$ cat src/rtl/snek_stream_pkg.sv
// Shared definitions for the RGB stream sequencer: stream field positions,
// stream width and the sequencer state encoding.
package snek_stream_pkg;

  localparam int STR_W = 26;

  localparam int ACTIVE = 0;
  localparam int VS     = 1;
  localparam int HS     = 2;
  localparam int YC_LO  = 3;
  localparam int YC_HI  = 12;
  localparam int XC_LO  = 13;
  localparam int XC_HI  = 22;
  localparam int R      = 23;
  localparam int G      = 24;
  localparam int B      = 25;

  typedef enum logic [1:0] {
    ST_SPLASH = 2'd0,
    ST_ARMED  = 2'd1,
    ST_GAME   = 2'd2,
    ST_BLANK  = 2'd3
  } state_t;

  // Black pixel with the timing/coordinate fields left untouched.
  function automatic logic [STR_W-1:0] blank_rgb(input logic [STR_W-1:0] word);
    logic [STR_W-1:0] res;
    res    = word;
    res[R] = 1'b0;
    res[G] = 1'b0;
    res[B] = 1'b0;
    return res;
  endfunction

endpackage

$ cat src/rtl/seq_btn_sync.sv
// Start-button conditioning: 2-flop synchronizer followed by a registered
// rising-edge pulse (3 cycles from the raw edge to the pulse).
module seq_btn_sync (
  input  logic clk,
  input  logic rst_n,
  input  logic btn,
  output logic pulse
);

  logic meta;
  logic sync;
  logic sync_prev;

  // NOTE: sequential state uses non-blocking assignments so every flop
  // samples the pre-edge value of its neighbour; blocking here would collapse
  // the synchronizer chain into a single stage.
  always_ff @(posedge clk or negedge rst_n) begin
    if (!rst_n) begin
      meta      <= 1'b0;
      sync      <= 1'b0;
      sync_prev <= 1'b0;
      pulse     <= 1'b0;
    end else begin
      meta      <= btn;
      sync      <= meta;
      sync_prev <= sync;
      pulse     <= sync & ~sync_prev;
    end
  end

endmodule

$ cat src/rtl/stream_sequencer.sv
// Frame-aligned switch between the splash and game RGB streams, with start
// handshake and game-over return. Define SNEK_SEQ_BLANK_EN to insert black frames.
module stream_sequencer
  import snek_stream_pkg::*;
#(
  parameter int SPLASH_MIN_FRAMES = 60,
  parameter int FRAME_CNT_W       = 8,
  parameter int BLANK_FRAMES      = 2
) (
  input  logic             px_clk,
  input  logic             rst_n,
  input  logic [STR_W-1:0] strRGB_splash_i,
  input  logic [STR_W-1:0] strRGB_game_i,
  input  logic             btn_start_i,
  input  logic             game_over_i,
  output logic [STR_W-1:0] strRGB_o,
  output logic             game_start_o,
  output logic             game_run_o,
  output logic             splash_active_o
);

`ifdef SNEK_SEQ_BLANK_EN
  localparam bit BLANK_ON = (BLANK_FRAMES > 0);
`else
  localparam bit BLANK_ON = 1'b0;
`endif

  localparam logic [FRAME_CNT_W-1:0] MIN_CNT    = FRAME_CNT_W'(SPLASH_MIN_FRAMES);
  localparam logic [FRAME_CNT_W-1:0] BLANK_LAST = FRAME_CNT_W'(BLANK_FRAMES - 1);

  state_t                 state;
  logic [FRAME_CNT_W-1:0] frame_cnt;
  logic                   over_pend;
  logic                   vs_prev;
  logic                   blank_to_game;
  logic                   start_req;
  logic                   fb;

  seq_btn_sync u_btn_sync (
    .clk   (px_clk),
    .rst_n (rst_n),
    .btn   (btn_start_i),
    .pulse (start_req)
  );

  assign fb = strRGB_splash_i[VS] & ~vs_prev;

  // NOTE: status outputs are registered alongside the state, so each
  // transition branch assigns them together; game_start_o defaults low every
  // cycle so it can only ever be a single-cycle pulse.
  always_ff @(posedge px_clk or negedge rst_n) begin
    if (!rst_n) begin
      state           <= ST_SPLASH;
      frame_cnt       <= '0;
      over_pend       <= 1'b0;
      vs_prev         <= 1'b0;
      blank_to_game   <= 1'b0;
      strRGB_o        <= '0;
      game_start_o    <= 1'b0;
      game_run_o      <= 1'b0;
      splash_active_o <= 1'b1;
    end else begin
      vs_prev      <= strRGB_splash_i[VS];
      game_start_o <= 1'b0;

      // Source follows the current state: the fb word still comes from the old source.
      case (state)
        ST_GAME:  strRGB_o <= strRGB_game_i;
        ST_BLANK: strRGB_o <= blank_rgb(strRGB_splash_i);
        default:  strRGB_o <= strRGB_splash_i;
      endcase

      case (state)
        ST_SPLASH: begin
          if (fb && frame_cnt != MIN_CNT) frame_cnt <= frame_cnt + 1'b1;
          if (start_req && frame_cnt == MIN_CNT) state <= ST_ARMED;
        end

        ST_ARMED: begin
          if (fb) begin
            frame_cnt       <= '0;
            splash_active_o <= 1'b0;
            if (BLANK_ON) begin
              state         <= ST_BLANK;
              blank_to_game <= 1'b1;
            end else begin
              state        <= ST_GAME;
              game_start_o <= 1'b1;
              game_run_o   <= 1'b1;
            end
          end
        end

        ST_GAME: begin
          over_pend <= over_pend | game_over_i;
          // A game-over arriving on the fb cycle itself takes effect at that fb.
          if (fb && (over_pend || game_over_i)) begin
            over_pend  <= 1'b0;
            frame_cnt  <= '0;
            game_run_o <= 1'b0;
            if (BLANK_ON) begin
              state         <= ST_BLANK;
              blank_to_game <= 1'b0;
            end else begin
              state           <= ST_SPLASH;
              splash_active_o <= 1'b1;
            end
          end
        end

        ST_BLANK: begin
          if (fb) begin
            if (frame_cnt == BLANK_LAST) begin
              frame_cnt <= '0;
              if (blank_to_game) begin
                state        <= ST_GAME;
                game_start_o <= 1'b1;
                game_run_o   <= 1'b1;
              end else begin
                state           <= ST_SPLASH;
                splash_active_o <= 1'b1;
              end
            end else begin
              frame_cnt <= frame_cnt + 1'b1;
            end
          end
        end
      endcase
    end
  end

endmodule

$ cat config.mk
export PLATFORM = sky130hd
export DESIGN_NAME = stream_sequencer
export DESIGN_NICKNAME = d
export VERILOG_FILES = /design/src/rtl/snek_stream_pkg.sv /design/src/rtl/seq_btn_sync.sv /design/src/rtl/stream_sequencer.sv
export SDC_FILE = /design/constraint.sdc
export NUM_CORES = 1
export LEC_CHECK = 0
export CORE_AREA = 2 2 69 71
export CTS_BUF_LIST = sky130_fd_sc_hd__clkbuf_8
export CTS_CLUSTER_SIZE = 10
export DETAILED_ROUTE_END_ITERATION = 12
export DIE_AREA = 0 0 71 73
export PLACE_DENSITY_LB_ADDON = 0.15
export RECOVER_POWER = 50
export SETUP_SLACK_MARGIN = 0.02
export SYNTH_ARGS = -nofsm -noshare
export SYNTH_HDL_FRONTEND = slang
export SYNTH_SLANG_ARGS = --single-unit
$ cat constraint.sdc
create_clock -name px_clk -period 3.8 [get_ports px_clk]
set_input_delay 0.76 -clock px_clk [delete_from_list [all_inputs] [get_ports px_clk]]
set_output_delay 0.76 -clock px_clk [all_outputs]
set_load 0.03 [all_outputs]
==> results of run 1 <==
==> flip-flops by register name, indices dropped and copies added, names as in the netlist <==
| register | count |
|---|---|
| game_run_o | 1 |
| game_start_o | 1 |
| u_btn_sync.sync_prev | 1 |
| splash_active_o | 1 |
| over_pend | 1 |
| u_btn_sync.pulse | 1 |
| strRGB_o | 26 |
| vs_prev | 1 |
| state | 2 |
| u_btn_sync.sync | 1 |
| frame_cnt | 8 |
| u_btn_sync.meta | 1 |
==> power breakdown <==
group	internal [mW]	switching [mW]	leakage, nW
registers	0.546	0.0516	0.543
logic	0.206	0.237	0.719
clock network	0.195	0.162	0.0595
==> cells in the mapped netlist (all sizes together) <==
cell type  count
mux2           1
a21o           1
and2           1
a211oi         1
nor3b          1
nand4          4
a2111oi        9
a31o           1
nor2b          1
a22o          26
a41o           1
nor2           8
nor4b          1
a31oi          3
a21oi          5
buf            3
o211ai         2
o32ai          1
ha             8
nand2          7
o21ai          2
a41oi          2
nor4           4
and3b          1
clkbuf         5
nand3          2
nand2b         1
mux2i          3
inv           13
a32oi          1
and3           3
and4           1
o2111a         1
o2111ai        1
dfrtp         44
dfstp          1
o21a           1
==> area by class of cell <==
| cell class | instances | area [um^2] |
|---|---|---|
| Clock inverter | 3 | 42.5 |
| Fill cell | 365 | 1470 |
| Multi-Input combinational cell | 105 | 868 |
| Tap cell | 54 | 67.6 |
| Timing Repair Buffer | 85 | 838 |
| Clock buffer | 5 | 68.8 |
| Sequential cell | 45 | 1130 |
| Inverter | 13 | 48.8 |
==> cells by family after synthesis <==
group,count (synthesis)
buffers and inverters,21
DFF,45
adders and majority gates,8
AOI/OAI and AO/OA,58
muxes,4
and+or+nand+nor,35
==> per-layer routing <==
metal / GRT usage, % / up-vias
li1: - / 821
met2: 33.0 / 68
met1: 27.2 / 828
met4: 7.76 / 0
met5: 0 / -
met3: 6.08 / 6
==> worst max path at each step <==
stage / end / slack (ns)
floorplan: game_run_o / 1.87
global placement: frame_cnt[6] / 1.17
detailed placement: frame_cnt[6] / 1.08
CTS: frame_cnt[6] / 1.43
global route: vs_prev / 0.73
finish: vs_prev / 1.34
==> impl_results.md, run 1 <==
* Critical Path Slowest Stage Cell: sky130_fd_sc_hd__clkbuf_1
* Dominant combinational cell family by area after synthesis: compound AO/OA/AOI/OAI gates
* Vias/cell at 5.56
* FF+latch count, synth at 45
* Pre-CTS worst setup slack at 1.08 ns
* Setup repair after global routing missed its margin: no
* Antenna violations before repair at 0
* Worst reg2reg setup slack at 1.59 ns
* Finished Cell Area at 3060 um^2
* End of the worst register-to-register path: strRGB_o[25]
* Total routed wirelength at 5050 um
* Final period util at 64.8%
* Sort of element at the start of the critical path: input port
* Final global-route overflow total at 0
* Most frequent standard cell in the layout excluding fill and tap cells: sky130_fd_sc_hd__clkdlybuf4s50_1
* Final nets at 319
* Via count of the first global-routing pass at 1673
* Core box area at 4540 um^2
* Endpoint of the worst hold-timing path: u_btn_sync.sync
* Fraction of layout cells with a size suffix above 1 at 6.64%
* Number of setup violations in the final report at 0
* Layout-stage area growth over the synthesis result at 46.9%
* Worst relative slew slack at -53.7%
* Max clock buf depth at 2
* Highest routing layer actually used: met4
* Final core utilization at 67.5%
* TritonCTS Buffers at 5
* Number of max-cap violations at 1
* Synth unique cells at 43
* Number of standard-cell rows in the floorplan at 25
* Die Y at 73 um
* Sort of element at the end of the critical path: async pin
* Required time worst endpoint at 3.73 ns
* Static leakage at 1.32 nW
* Slew at the pin with the worst max-slew slack at 2.31 ns
* Synth top area share at 52.8%
* Synthesized area per cell at 12.2 um^2
* Cell Area, Synth at 2080 um^2
* Count of H-tree levels built during CTS at 2
* Crit path buf inv count at 1
* I/O pin total at 85
* Die area at 5180 um^2
* Critical Path Start: rst_n
* Clock insertion delay at the later pin of the skew report at 0.30 ns
* Placed instance count at 302
* Cts-stage hold buffer count at 0
* Maximum achievable frequency at 406 MHz
* Count of cells resized by post-cts repair at 0
* TritonCTS clock tree: done
* Cell chosen for the clock root: sky130_fd_sc_hd__clkbuf_8
* Met2 wire length at 2600 um
* Adder-cell share of the synthesized area at 4.80%
* Post-synthesis instance total at 171
* Number of max-slew violations in the final report at 46
* R2R Path Start: state[0]
* Worst hold path startpoint: u_btn_sync.meta
* Hold Vio Cnt, Final at 0
* Post-Synth Simple-Gate Area at 10.3%
* First-pass GRT wire length at 8270 um
* Minimum clock period at 2.46 ns
* YS warnings at 1
* DP HPWL at 3670 um
* Complex-gate fraction of the synthesized area at 24.5%
* Maximum VDD drop at 0.393 mV
* Worst path depth at 1
* Total power density per cell area at 456 nW/um^2
* Effective utilization at floorplan at 46.0%
* Wirelength per Cell at 16.3 um
* Drc violations at 0
* GRT Total Usage at 20.8%
* Arrival time of data at the critical path endpoint at 2.40 ns
* Power Total at 1.40 mW
* Number of nets with antenna violations after routing at 0
* Met1 Wirelength at 2020 um
* Reg clk slew, reported paths at 0.07 ns
* Kind of critical path: input port to async pin
* Total setup buffers inserted after CTS at 0
* Wire length on met3 at 365 um
* Highest fanout seen on the critical path at 45
* Top delay family on crit path: buffers and inverters
* Detailed-route via count at 1723
* Nets in the synthesized netlist at 235
* Largest area contributor in the netlist: sky130_fd_sc_hd__dfrtp_1
* Initial DRC count at 119
* Minimum setup slack in the final design at 1.34 ns
* Largest cells by area after synthesis: sky130_fd_sc_hd__dfrtp_1 53%, sky130_fd_sc_hd__a22o_1 11%, sky130_fd_sc_hd__ha_1 4.8%, sky130_fd_sc_hd__a2111oi_1 2.9%, sky130_fd_sc_hd__inv_1 2.3%
* Gp weighted congestion at 0.864
* Largest net degree at the start of global routing at 46
* Final cell count without fillers at 310
* Die Width at 71 um
* Multiplexer fraction of the synthesized cell area at 1.98%
* Register area share after synthesis at 54.1%
* Worst path cell trace: clkbuf_1
* Status: finished, violations left
* Pre-antenna DRT Iters at 4
* Worst hold margin at 0.361 ns
* Worst min-delay path class: register to register
* Number of cells on the worst reg-to-reg path at 5
* Number of cells on the worst hold path at 0
* Longest individual stage delay on the worst path at 1.62 ns
* Post-placement cell area at 2960 um^2
* Antenna diodes at 0
* Failing checks: capacitance limit, slew limit
* Setup TNS at 0 ns
* Final setup skew at 0.0101 ns
* Xor/xnor cell area share of the yosys netlist at 0%
* Clock sink total at 45
* Port buffer count at 84
* Most used cells in the layout excluding fill and tap cells: 81 x sky130_fd_sc_hd__clkdlybuf4s50_1, 44 x sky130_fd_sc_hd__dfrtp_1, 26 x sky130_fd_sc_hd__a22o_1
Note: power is estimated with default switching activity, not from simulation.
==> run 2: changes to the inputs <==
CORE_AREA = 2 2 76 78   (was 2 2 69 71)
DIE_AREA = 0 0 78 80   (was 0 0 71 73)
clock period = 2 ns   (was 3.8 ns; I/O delays follow)
==> impl_results.md, run 2 (synthesized netlist as in run 1, its figures left out) <==
* Critical Path Slowest Stage Cell: sky130_fd_sc_hd__clkdlybuf4s50_1
* Reg clk slew, reported paths at 0.08 ns
* Required time worst endpoint at 1.60 ns
* TritonCTS clock tree: done
* Vias/cell at 5.15
* Die Y at 80 um
* Highest fanout seen on the critical path at 2
* Sort of element at the end of the critical path: output pin
* Cell chosen for the clock root: sky130_fd_sc_hd__clkbuf_8
* Most flop-heavy register: strRGB_o
* Detailed-route via count at 1765
* Total power density per cell area at 811 nW/um^2
* Total setup buffers inserted after CTS at 0
* Post-placement cell area at 3080 um^2
* Final setup skew at 0.00477 ns
* Worst relative slew slack at 30.5%
* Initial DRC count at 82
* Most frequent standard cell in the layout excluding fill and tap cells: sky130_fd_sc_hd__clkdlybuf4s50_1
* Worst path cell trace: clkdlybuf4s50_1
* Clock insertion delay at the later pin of the skew report at 0.29 ns
* Crit path buf inv count at 1
* Maximum achievable frequency at 532 MHz
* Status: finished, final reports clean
* DP HPWL at 3980 um
* Port buffer count at 84
* Antenna violations before repair at 0
* Worst reg2reg setup slack at 0.23 ns
* Most used cells in the layout excluding fill and tap cells: 79 x sky130_fd_sc_hd__clkdlybuf4s50_1, 44 x sky130_fd_sc_hd__dfrtp_1, 26 x sky130_fd_sc_hd__a22o_1
* Slew at the pin with the worst max-slew slack at 1.04 ns
* Die Width at 78 um
* Number of standard-cell rows in the floorplan at 27
* Final nets at 334
* Max clock buf depth at 2
* Layout-stage area growth over the synthesis result at 53.5%
* Hold Vio Cnt, Final at 0
* Worst hold path startpoint: u_btn_sync.meta
* I/O pin total at 85
* TritonCTS Buffers at 5
* Number of max-cap violations at 0
* Number of nets with antenna violations after routing at 0
* Core box area at 5410 um^2
* Count of H-tree levels built during CTS at 2
* Top delay family on crit path: buffers and inverters
* Finished Cell Area at 3200 um^2
* Static leakage at 1.40 nW
* Fraction of layout cells with a size suffix above 1 at 13.3%
* Setup TNS at 0 ns
* Effective utilization at floorplan at 38.6%
* Via count of the first global-routing pass at 1843
* Antenna diodes at 0
* Minimum clock period at 1.88 ns
* Drc violations at 0
* Kind of critical path: register to output pin
* Arrival time of data at the critical path endpoint at 1.48 ns
* Regs by FF count: strRGB_o (26), frame_cnt (8), state (2)
* Worst min-delay path class: register to register
* Final global-route overflow total at 0
* Gp weighted congestion at 0.913
* Die area at 6240 um^2
* Largest net degree at the start of global routing at 44
* Number of flip-flops under the largest register name at 26
* Total routed wirelength at 5210 um
* Critical Path Start: splash_active_o
* Wirelength per Cell at 15.2 um
* GRT Total Usage at 17.8%
* Longest individual stage delay on the worst path at 0.66 ns
* Pre-antenna DRT Iters at 4
* Number of setup violations in the final report at 0
* Number of max-slew violations in the final report at 0
* First-pass GRT wire length at 8700 um
* Maximum VDD drop at 0.432 mV
* Final period util at 93.9%
* Sort of element at the start of the critical path: register
* R2R Path Start: state[0]
* Fillcell total at 475
* Clock sink total at 45
* Setup repair after global routing missed its margin: no
-- run 2: cell types whose count changed in the layout (fill, tap and decap cells not counted), moves of 2 or more --
cell                              change
sky130_fd_sc_hd__clkdlybuf4s50_1      -2
sky130_fd_sc_hd__buf_4               +14
sky130_fd_sc_hd__a2111oi_2            +2
sky130_fd_sc_hd__a2111oi_1            -2
sky130_fd_sc_hd__dlygate4sd3_1        +3
-- run 2: cell type report --
type / count / area (um^2) / area share [%]
clock buffers: 5 / 68.8 / 2.15
clock inverters: 3 / 15.0 / 0.469
inverters: 13 / 48.8 / 1.52
multi-input cells: 105 / 896 / 28.0
flip-flops and latches: 45 / 1130 / 35.2
well taps: 72 / 90.1 / 2.81
repair buffers: 100 / 955 / 29.8
-- run 2: metrics by stage --
step | power, mW | utilization, % | setup slack, ns | hold slack, ns | cells
2_1_floorplan | 1.65 | - | 0.281 | 0.104 | 171
3_3_place_gp | 2.06 | 57.0 | -0.0844 | 0.192 | 334
3_5_place_dp | 2.07 | 57.0 | -0.204 | 0.195 | 334
4_1_cts | 2.61 | 58.8 | 0.106 | 0.358 | 343
5_1_grt | 2.74 | 59.2 | 0.0408 | 0.378 | 343
6_report | 2.60 | 59.2 | 0.121 | 0.353 | 343
-- run 2: final timing paths --
| kind | to | cells after the start |
|---|---|---|
| max | splash_active_o | 1 |
| min | u_btn_sync.sync | 0 |
| max reg2reg | frame_cnt[6] | 6 |
| min reg2reg | u_btn_sync.sync | 0 |
| max in group asynchronous | strRGB_o[9] | 3 |
| min in group asynchronous | strRGB_o[7] | 2 |
-- run 2: timing repair --
| item | CTS | global route |
|---|---|---|
| setup endpoints to repair | 0 | 4 |
| hold buffers | 1 | 0 |
| gates resized for setup | 0 | 5 |
| hold endpoints to repair | 2 | 0 |
-- run 2: worst register-to-register path, stage by stage (launching register included) --
cell and delay (ns):
sky130_fd_sc_hd__dfrtp_1 0.38, sky130_fd_sc_hd__inv_1 0.10, sky130_fd_sc_hd__ha_1 0.23, sky130_fd_sc_hd__buf_4 0.16, sky130_fd_sc_hd__o21ai_2 0.18, sky130_fd_sc_hd__nand4_4 0.17
sky130_fd_sc_hd__a2111oi_1 0.43
-- run 2: power breakdown --
group          internal [mW]  switching [mW]  total [mW]
sequential              1.04          0.0776        1.12
combinational          0.450           0.497       0.947
clock                  0.237           0.297       0.535
-- run 2: per-layer routing --
layer  part of all wire (%)  up-vias  routed length (um)  global-route usage (%)
met2                     50       60                2600                    32.4
met5                      0        -                   0                       0
met3                    7.4        6                 384                    6.56
li1                       -      851                   -                       -
met1                     42      848                2170                    19.7
met4                    1.0        0                  54                    4.74
==> run 3: changes to the inputs <==
CAP_MARGIN = 20   (was default)
PLACE_DENSITY_LB_ADDON = 0.2   (was 0.15)
==> impl_results.md, run 3 (synthesized netlist as in run 1, its figures left out) <==
* Most flop-heavy register: strRGB_o
* TritonCTS Buffers at 5
* Final nets at 335
* Regs by FF count: strRGB_o (26), frame_cnt (8), state (2)
* Most used cells in the layout excluding fill and tap cells: 78 x sky130_fd_sc_hd__clkdlybuf4s50_1, 44 x sky130_fd_sc_hd__dfrtp_1, 26 x sky130_fd_sc_hd__a22o_1
* Final period util at 94.5%
* Vias/cell at 5.12
* Count of cells resized by post-cts repair at 0
* Highest fanout seen on the critical path at 2
* TritonCTS clock tree: done
* Cts-stage hold buffer count at 0
* Die area at 6240 um^2
* Detailed-route via count at 1760
* Via count of the first global-routing pass at 1790
* Effective utilization at floorplan at 38.6%
* Number of max-slew violations in the final report at 0
* Share of total power consumed by net switching at 34.0%
* Power Total at 2.63 mW
* Status: finished, final reports clean
* Number of max-cap violations at 0
* Max clock buf depth at 2
* Count of H-tree levels built during CTS at 2
* Cell chosen for the clock root: sky130_fd_sc_hd__clkbuf_8
* Core box area at 5410 um^2
* Worst min-delay path class: input port to async pin
* Fraction of layout cells with a size suffix above 1 at 13.2%
* Clock insertion delay at the later pin of the skew report at 0.30 ns
* Worst hold margin at 0.276 ns
* Sort of element at the end of the critical path: output pin
* Crit path buf inv count at 1
* Number of cells on the worst reg-to-reg path at 6
* Number of flip-flops under the largest register name at 26
* Largest net degree at the start of global routing at 31
* DP HPWL at 3920 um
* Drc violations at 0
* Die Y at 80 um
* Wirelength per Cell at 14.7 um
* Internal power contribution at 1.74 mW
* Initial DRC count at 127
* Total power density per cell area at 824 nW/um^2
* Hold Vio Cnt, Final at 0
* Power dissipated by switching net loads at 0.895 mW
* Part of the power in combinational logic at 35.1%
* Top delay family on crit path: buffers and inverters
* Number of nets with antenna violations after routing at 0
* End of the worst register-to-register path: frame_cnt[3]
* I/O pin total at 85
* Number of setup violations in the final report at 0
* Antenna violations before repair at 0
* Proportion of power drawn by flip-flops and latches at 42.7%
* Sort of element at the start of the critical path: register
* Arrival time of data at the critical path endpoint at 1.49 ns
* Reg clk slew, reported paths at 0.10 ns
* Maximum achievable frequency at 529 MHz
* Critical Path Slowest Stage Cell: sky130_fd_sc_hd__clkdlybuf4s50_1
* Longest individual stage delay on the worst path at 0.66 ns
* Antenna diodes at 0
* Port buffer count at 84
* Pre-antenna DRT Iters at 4
* Gp weighted congestion at 0.830
* Setup repair after global routing missed its margin: no
* Number of standard-cell rows in the floorplan at 27
* Fillcell total at 465
* Total area of sequential cells at 1130 um^2
* Worst relative slew slack at 26.1%
* Kind of critical path: register to output pin
* Total setup buffers inserted after CTS at 0
* Worst reg2reg setup slack at 0.18 ns
* First-pass GRT wire length at 8470 um
* Clock sink total at 45
* Minimum clock period at 1.89 ns
* Final global-route overflow total at 0
* Worst path cell trace: clkdlybuf4s50_1
* Static leakage at 1.39 nW
* Maximum VDD drop at 0.404 mV
* GRT Total Usage at 17.4%
* Die Width at 78 um
* Required time worst endpoint at 1.60 ns
* Most frequent standard cell in the layout excluding fill and tap cells: sky130_fd_sc_hd__clkdlybuf4s50_1
* Total routed wirelength at 5060 um
* Setup TNS at 0 ns
* R2R Path Start: state[0]
* Layout-stage area growth over the synthesis result at 53.2%
* Slew at the pin with the worst max-slew slack at 1.11 ns
* Multi-input gate area in the final layout at 878 um^2
* Proportion of power drawn by the clock network at 22.3%
* Final setup skew at 0.0135 ns
==> run 3: metrics by stage <==
step | cell area (um^2) | std cells | util (%) | setup slack, ns
2_1_floorplan | 2080 | 171 | - | 0.281
3_3_place_gp | 3110 | 336 | 57.5 | -0.102
3_5_place_dp | 3110 | 336 | 57.5 | -0.165
4_1_cts | 3200 | 344 | 59.3 | 0.0954
5_1_grt | 3190 | 344 | 59.1 | 0.0334
6_report | 3190 | 344 | 59.1 | 0.109
==> run 3: layout make-up <==
cell class	count	area share [%]
clock buffer	5	2.15
clock inverter	3	0.783
inverter	13	1.53
multi-input combinational	105	27.5
sequential	45	35.3
tap	72	2.82
timing repair buffer	101	29.9
==> run 3: power by group through the flow <==
stage,clock (mW),sequential [mW],combinational [mW]
after floorplan,0,1.25,0.404
after global placement,0,1.14,0.927
after detailed placement,0,1.14,0.934
after CTS,0.608,1.12,0.939
after global routing,0.658,1.14,1.01
final,0.586,1.12,0.924
==> run 3: how the worst max path moves through the flow <==
stage	start	to	slack (ns)	depth (start not counted)
floorplan	state[0]	frame_cnt[3]	0.28	6
global placement	strRGB_splash_i[1]	frame_cnt[4]	-0.10	6
detailed placement	strRGB_splash_i[1]	frame_cnt[4]	-0.16	6
CTS	splash_active_o	splash_active_o	0.1	1
global route	state[0]	frame_cnt[6]	0.03	6
finish	splash_active_o	splash_active_o	0.11	1
==> run 3: routing by layer <==
layer,part of all wire (%),wire (um),up-vias,GRT usage [%]
met5,0,0,-,0
met4,1.2,61,0,5.79
met3,8.2,414,6,7.13
met2,52,2630,54,29.2
met1,39,1960,844,20.1
li1,-,-,856,-
